**src/rtl/serial_add_ctrl_pkg.sv**
```systemverilog
// Shared types and constants for the bit-serial add/subtract controller.
// The FSM state encoding and the operation-mode constants live here so every file agrees on them.
package serial_add_ctrl_pkg;

    typedef enum logic [1:0] {
        ST_IDLE = 2'd0,
        ST_RUN  = 2'd1,
        ST_DONE = 2'd2
    } state_e;

    localparam logic MODE_ADD = 1'b0;
    localparam logic MODE_SUB = 1'b1;

endpackage

```
**src/rtl/serial_add_ctrl_full_adder.sv**
```systemverilog
// One-bit full adder cell, gate level.
// This is the only arithmetic element in the serial datapath.
module full_adder (
    input  logic a,
    input  logic b,
    input  logic c,
    output logic sum,
    output logic carry
);

    logic ab_x;
    logic ab_a;
    logic xc_a;

    assign ab_x  = a ^ b;
    assign ab_a  = a & b;
    assign xc_a  = ab_x & c;
    assign sum   = ab_x ^ c;
    assign carry = ab_a | xc_a;

endmodule

```
**src/rtl/serial_add_ctrl.sv**
```systemverilog
// Bit-serial add/subtract controller: one full_adder, a carry flop, LSB-first operand shifting,
// and valid/ready handshakes on both the operand side and the result side.
module serial_add_ctrl
    import serial_add_ctrl_pkg::*;
#(
    parameter int WIDTH = 8
) (
    input  logic             clk,
    input  logic             rst,
    input  logic             in_valid,
    output logic             in_ready,
    input  logic [WIDTH-1:0] op_a,
    input  logic [WIDTH-1:0] op_b,
    input  logic             sub,
    input  logic             cin,
    output logic             out_valid,
    input  logic             out_ready,
    output logic [WIDTH-1:0] result,
    output logic             cout,
    output logic             ovf
);

    localparam int CNT_W = $clog2(WIDTH);
    localparam logic [CNT_W-1:0] CNT_LAST   = CNT_W'(WIDTH - 1);
    localparam logic [CNT_W-1:0] CNT_PENULT = CNT_W'(WIDTH - 2);

    state_e           state_q;
    logic [WIDTH-1:0] shift_a_q;
    logic [WIDTH-1:0] shift_b_q;
    logic [WIDTH-1:0] result_q;
    logic [CNT_W-1:0] cnt_q;
    logic             carry_q;
    logic             carry_msb_q;
    logic             cout_q;
    logic             ovf_q;
    logic             in_ready_q;
    logic             out_valid_q;

    logic [WIDTH-1:0] shift_a_d;
    logic [WIDTH-1:0] shift_b_d;
    logic [WIDTH-1:0] result_d;
    logic             fa_sum;
    logic             fa_carry;

    full_adder u_fa (
        .a     (shift_a_q[0]),
        .b     (shift_b_q[0]),
        .c     (carry_q),
        .sum   (fa_sum),
        .carry (fa_carry)
    );

    // Operands drain LSB first; sums enter from the MSB end so bit 0 lands last in place.
    assign shift_a_d = {1'b0, shift_a_q[WIDTH-1:1]};
    assign shift_b_d = {1'b0, shift_b_q[WIDTH-1:1]};
    assign result_d  = {fa_sum, result_q[WIDTH-1:1]};

    always_ff @(posedge clk) begin
        if (rst) begin
            state_q     <= ST_IDLE;
            shift_a_q   <= '0;
            shift_b_q   <= '0;
            result_q    <= '0;
            cnt_q       <= '0;
            carry_q     <= 1'b0;
            carry_msb_q <= 1'b0;
            cout_q      <= 1'b0;
            ovf_q       <= 1'b0;
            in_ready_q  <= 1'b1;
            out_valid_q <= 1'b0;
        end else begin
            case (state_q)
                ST_IDLE: begin
                    if (in_valid && in_ready_q) begin
                        shift_a_q  <= op_a;
                        shift_b_q  <= (sub == MODE_SUB) ? ~op_b : op_b;
                        carry_q    <= (sub == MODE_SUB) ? 1'b1 : cin;
                        result_q   <= '0;
                        cnt_q      <= '0;
                        in_ready_q <= 1'b0;
                        state_q    <= ST_RUN;
                    end
                end
                ST_RUN: begin
                    shift_a_q <= shift_a_d;
                    shift_b_q <= shift_b_d;
                    result_q  <= result_d;
                    carry_q   <= fa_carry;
                    if (cnt_q == CNT_PENULT) begin
                        carry_msb_q <= fa_carry;
                    end
                    // Counter holds at the last bit instead of wrapping.
                    if (cnt_q == CNT_LAST) begin
                        cout_q      <= fa_carry;
                        ovf_q       <= carry_msb_q ^ fa_carry;
                        out_valid_q <= 1'b1;
                        state_q     <= ST_DONE;
                    end else begin
                        cnt_q <= cnt_q + 1'b1;
                    end
                end
                ST_DONE: begin
                    if (out_valid_q && out_ready) begin
                        out_valid_q <= 1'b0;
                        in_ready_q  <= 1'b1;
                        state_q     <= ST_IDLE;
                    end
                end
                default: begin
                    out_valid_q <= 1'b0;
                    in_ready_q  <= 1'b1;
                    state_q     <= ST_IDLE;
                end
            endcase
        end
    end

    assign in_ready  = in_ready_q;
    assign out_valid = out_valid_q;
    assign result    = result_q;
    assign cout      = cout_q;
    assign ovf       = ovf_q;

endmodule

```
**config.mk**
```make
export PLATFORM = sky130hd
export DESIGN_NAME = serial_add_ctrl
export DESIGN_NICKNAME = d
export VERILOG_FILES = /design/src/rtl/serial_add_ctrl_pkg.sv /design/src/rtl/serial_add_ctrl_full_adder.sv /design/src/rtl/serial_add_ctrl.sv
export SDC_FILE = /design/constraint.sdc
export NUM_CORES = 1
export LEC_CHECK = 0
export ABC_AREA = 1
export CAP_MARGIN = 20
export CELL_PAD_IN_SITES_DETAIL_PLACEMENT = 0
export CELL_PAD_IN_SITES_GLOBAL_PLACEMENT = 1
export CORE_MARGIN = 4
export CORE_UTILIZATION = 25
export CTS_BUF_LIST = sky130_fd_sc_hd__clkbuf_4
export CTS_CLUSTER_SIZE = 30
export DETAILED_ROUTE_END_ITERATION = 10
export HOLD_SLACK_MARGIN = 0.1
export PLACE_DENSITY_LB_ADDON = 0.1
export SLEW_MARGIN = 25
export SYNTH_ARGS = -nofsm -noshare
export SYNTH_HDL_FRONTEND = slang
export SYNTH_SLANG_ARGS = --single-unit
```
**constraint.sdc**
```tcl
create_clock -name clk -period 2.65 [get_ports clk]
set_input_delay 0.265 -clock clk [delete_from_list [all_inputs] [get_ports clk]]
set_output_delay 0.265 -clock clk [all_outputs]
set_load 0.005 [all_outputs]
```
==> results.yml <==
global_route:
  grtUsageMet2_pct: 17.3
  antenna_found_initial: 0
  grt_overflow: 0
  groute.usage.overall_pct: 11.3
  grtUsageMet3_pct: 3.15
  gr-max-usage-layer: "met2"
  grt_max_degree: 27
  grt_use_met1_pct: 15.2
  grt_pass1_wl_mm: 7.51
  grt_pass1_vias: 1487
yosys:
  synth_edf_count: 0
  yosysMostFrequentCell: "nand2_1"
  yosys-top-cells-area: "dfxtp_1, nand2_1, nand3_1, a21oi_1, inv_1"
  synthArstFlopShare_pct: 0
  synth_fp_nets: 289
  synth-main-ff-cell: "dfxtp_1"
  syn_area_per_cell_um2: 6.61
  synth_seq_cells: 35
  synth.top_cells.by_count: "nand2_1, dfxtp_1, inv_1, nand3_1, a21oi_1"
  synthCells: 263
  ys_seq_area_share_pct: 40.3
  yosysTopAreaCellShare_pct: 40.3
  synth_cell_types: 20
  synth_area_leader_cell: "dfxtp_1"
  syn_area_um2: 1740
  yosys_warnings: 0
finish:
  areaGrowthSynthToFinish_pct: 24.9
  num_antenna_cells: 0
  utilization_pct: 32.0
  fillers: 768
  drive_gt1_share_pct: 5.14
  fin_nets: 317
  final_area_um2: 2170
timing:
  period_needed_ns: 1.79
  setup_viol: 0
  slew_headroom_pct: 66.7
  final-max-slew-violation-count: 0
  rsz0062_at_grt: "false"
  skew_ns: 0.00828
  max_freq_mhz: 557
  period_share_pct: 67.7
  hold_viol_final: 0
  setup_tns_ns: 0
  worst_pin_slew_ns: 0.499
floorplan:
  core-area_um2: 6790
  start_util_pct: 25.6
  die_w_um: 91.4
  die_area_um2: 8350
  die_height_um: 91.4
  ios: 34
  placementRows: 30
drt:
  drt_first_iter_violations: 54
  drc_errors: 0
  wirelength_mm: 4.46
  drtPass1Iterations: 4
  num_vias: 1586
  vias_per_cell: 4.09
  drtAntennaViolNets: 0
  post_drt_wl_per_cell_um: 11.5
placed_design:
  place_area_um2: 2120
  io_buffers: 33
  dp_hpwl_mm: 3.15
  gp_congestion: 0.728
worst_setup_path:
  start_kind: "register"
  worst-path-max-fanout: 14
  crit_required_ns: 2.88
  cp.arrival_ns: 2.02
  end_kind: "register"
  crit_type: "register to register"
cts:
  cts_setup_buffers: 0
  cts_sinks: 35
  cts_hold_buf: 0
  cts.reportedPaths.clkPinSlew_ns: 0.12
  root_buffer: "clkbuf_4"
  clock_latency_ns: 0.34
  cts-htree-levels: 2
  postCtsResizedCells: 0
  cts_buffers: 5
  cts_buffer_depth: 2
  cts_tree: "done"
flow_run:
  max_cap_viol_count: 0
worst_hold_path:
  hp-class: "register to register"
status:
  status: "completed"
power:
  ir_drop_uv: 147
  p_leak_nw: 0.931
  totalPowerFinal_mw: 1.12
  power.density_nw_per_um2: 514
critical path, cell delays in order, from the launching register on:
cell and delay [ns]:
dfxtp_1 0.65, nand2_2 0.29, inv_1 0.36, nand2_1 0.21
nand2_1 0.10, a21oi_1 0.06
path summary, 6_finish.rpt:
kind               end       start  slack [ns]  cells past startpoint
min reg2reg  result[0]   result[0]        0.47                      2
max reg2reg        ovf  state_q[0]        0.86                      5
max                ovf  state_q[0]        0.86                      5
min          result[0]   result[0]        0.47                      2
placed cells by master, fill, tap and decap left out, types with 2 or more instances in the layout:
| cell type | Yosys | routed |
|---|---|---|
| a21oi_1 | 24 | 24 |
| buf_4 | 3 | 2 |
| clkbuf_4 | 0 | 5 |
| clkdlybuf4s50_1 | 0 | 33 |
| clkinv_1 | 0 | 2 |
| dfxtp_1 | 35 | 35 |
| ha_1 | 3 | 3 |
| inv_1 | 27 | 27 |
| nand2_1 | 91 | 91 |
| nand2_2 | 3 | 3 |
| nand3_1 | 27 | 27 |
| nor2_1 | 23 | 23 |
| o21ai_0 | 9 | 9 |
sequential cells by signal (all words and copies together) (netlist names):
name,flops
out_valid,1
shift_b_q,8
result,8
state_q,2
ovf,1
in_ready,1
carry_q,1
cout,1
carry_msb_q,1
cnt_q,3
shift_a_q,8
layer usage:
metal	share of wire [%]	vias up
met5	0	-
met3	4.1	5
met4	1.5	0
li1	-	869
met2	43	26
met1	52	686
power by group:
group / internal, mW / switching [mW]
combinational: 0.0968 / 0.147
clock: 0.0974 / 0.192
sequential: 0.563 / 0.0211
total: 0.757 / 0.360
logic make-up (layout without fill, tap and decap cells):
| family | count (synthesis) | after routing | synth area share [%] |
|---|---|---|---|
| AO/OA/AOI/OAI | 33 | 33 | 9.50 |
| XOR/XNOR | 1 | 1 | 0.504 |
| adder cells (fa/ha/maj) | 4 | 4 | 3.31 |
| buffers and inverters | 42 | 71 | 10.9 |
| flip-flops | 35 | 35 | 40.3 |
| AND/OR/NAND/NOR | 148 | 148 | 35.5 |
metrics by stage:
step | hold slack, ns | setup slack, ns | instances
3_5_place_dp | 0.452 | 0.795 | 380
4_1_cts | 0.470 | 0.796 | 388
6_report | 0.465 | 0.855 | 388
5_1_grt | 0.489 | 0.603 | 388
3_3_place_gp | 0.449 | 0.835 | 380
2_1_floorplan | 0.412 | 1.39 | 263
cell type report:
class / instances / area, um2 / area share (%)
multi-input cells: 186 / 848 / 39.1
flip-flops and latches: 35 / 701 / 32.3
repair buffers: 35 / 345 / 15.9
well taps: 96 / 120 / 5.53
inverters: 28 / 105 / 4.84
clock buffers: 5 / 37.5 / 1.73
clock inverters: 3 / 15.0 / 0.691
No activity file was read; power rests on OpenSTA's default activity.
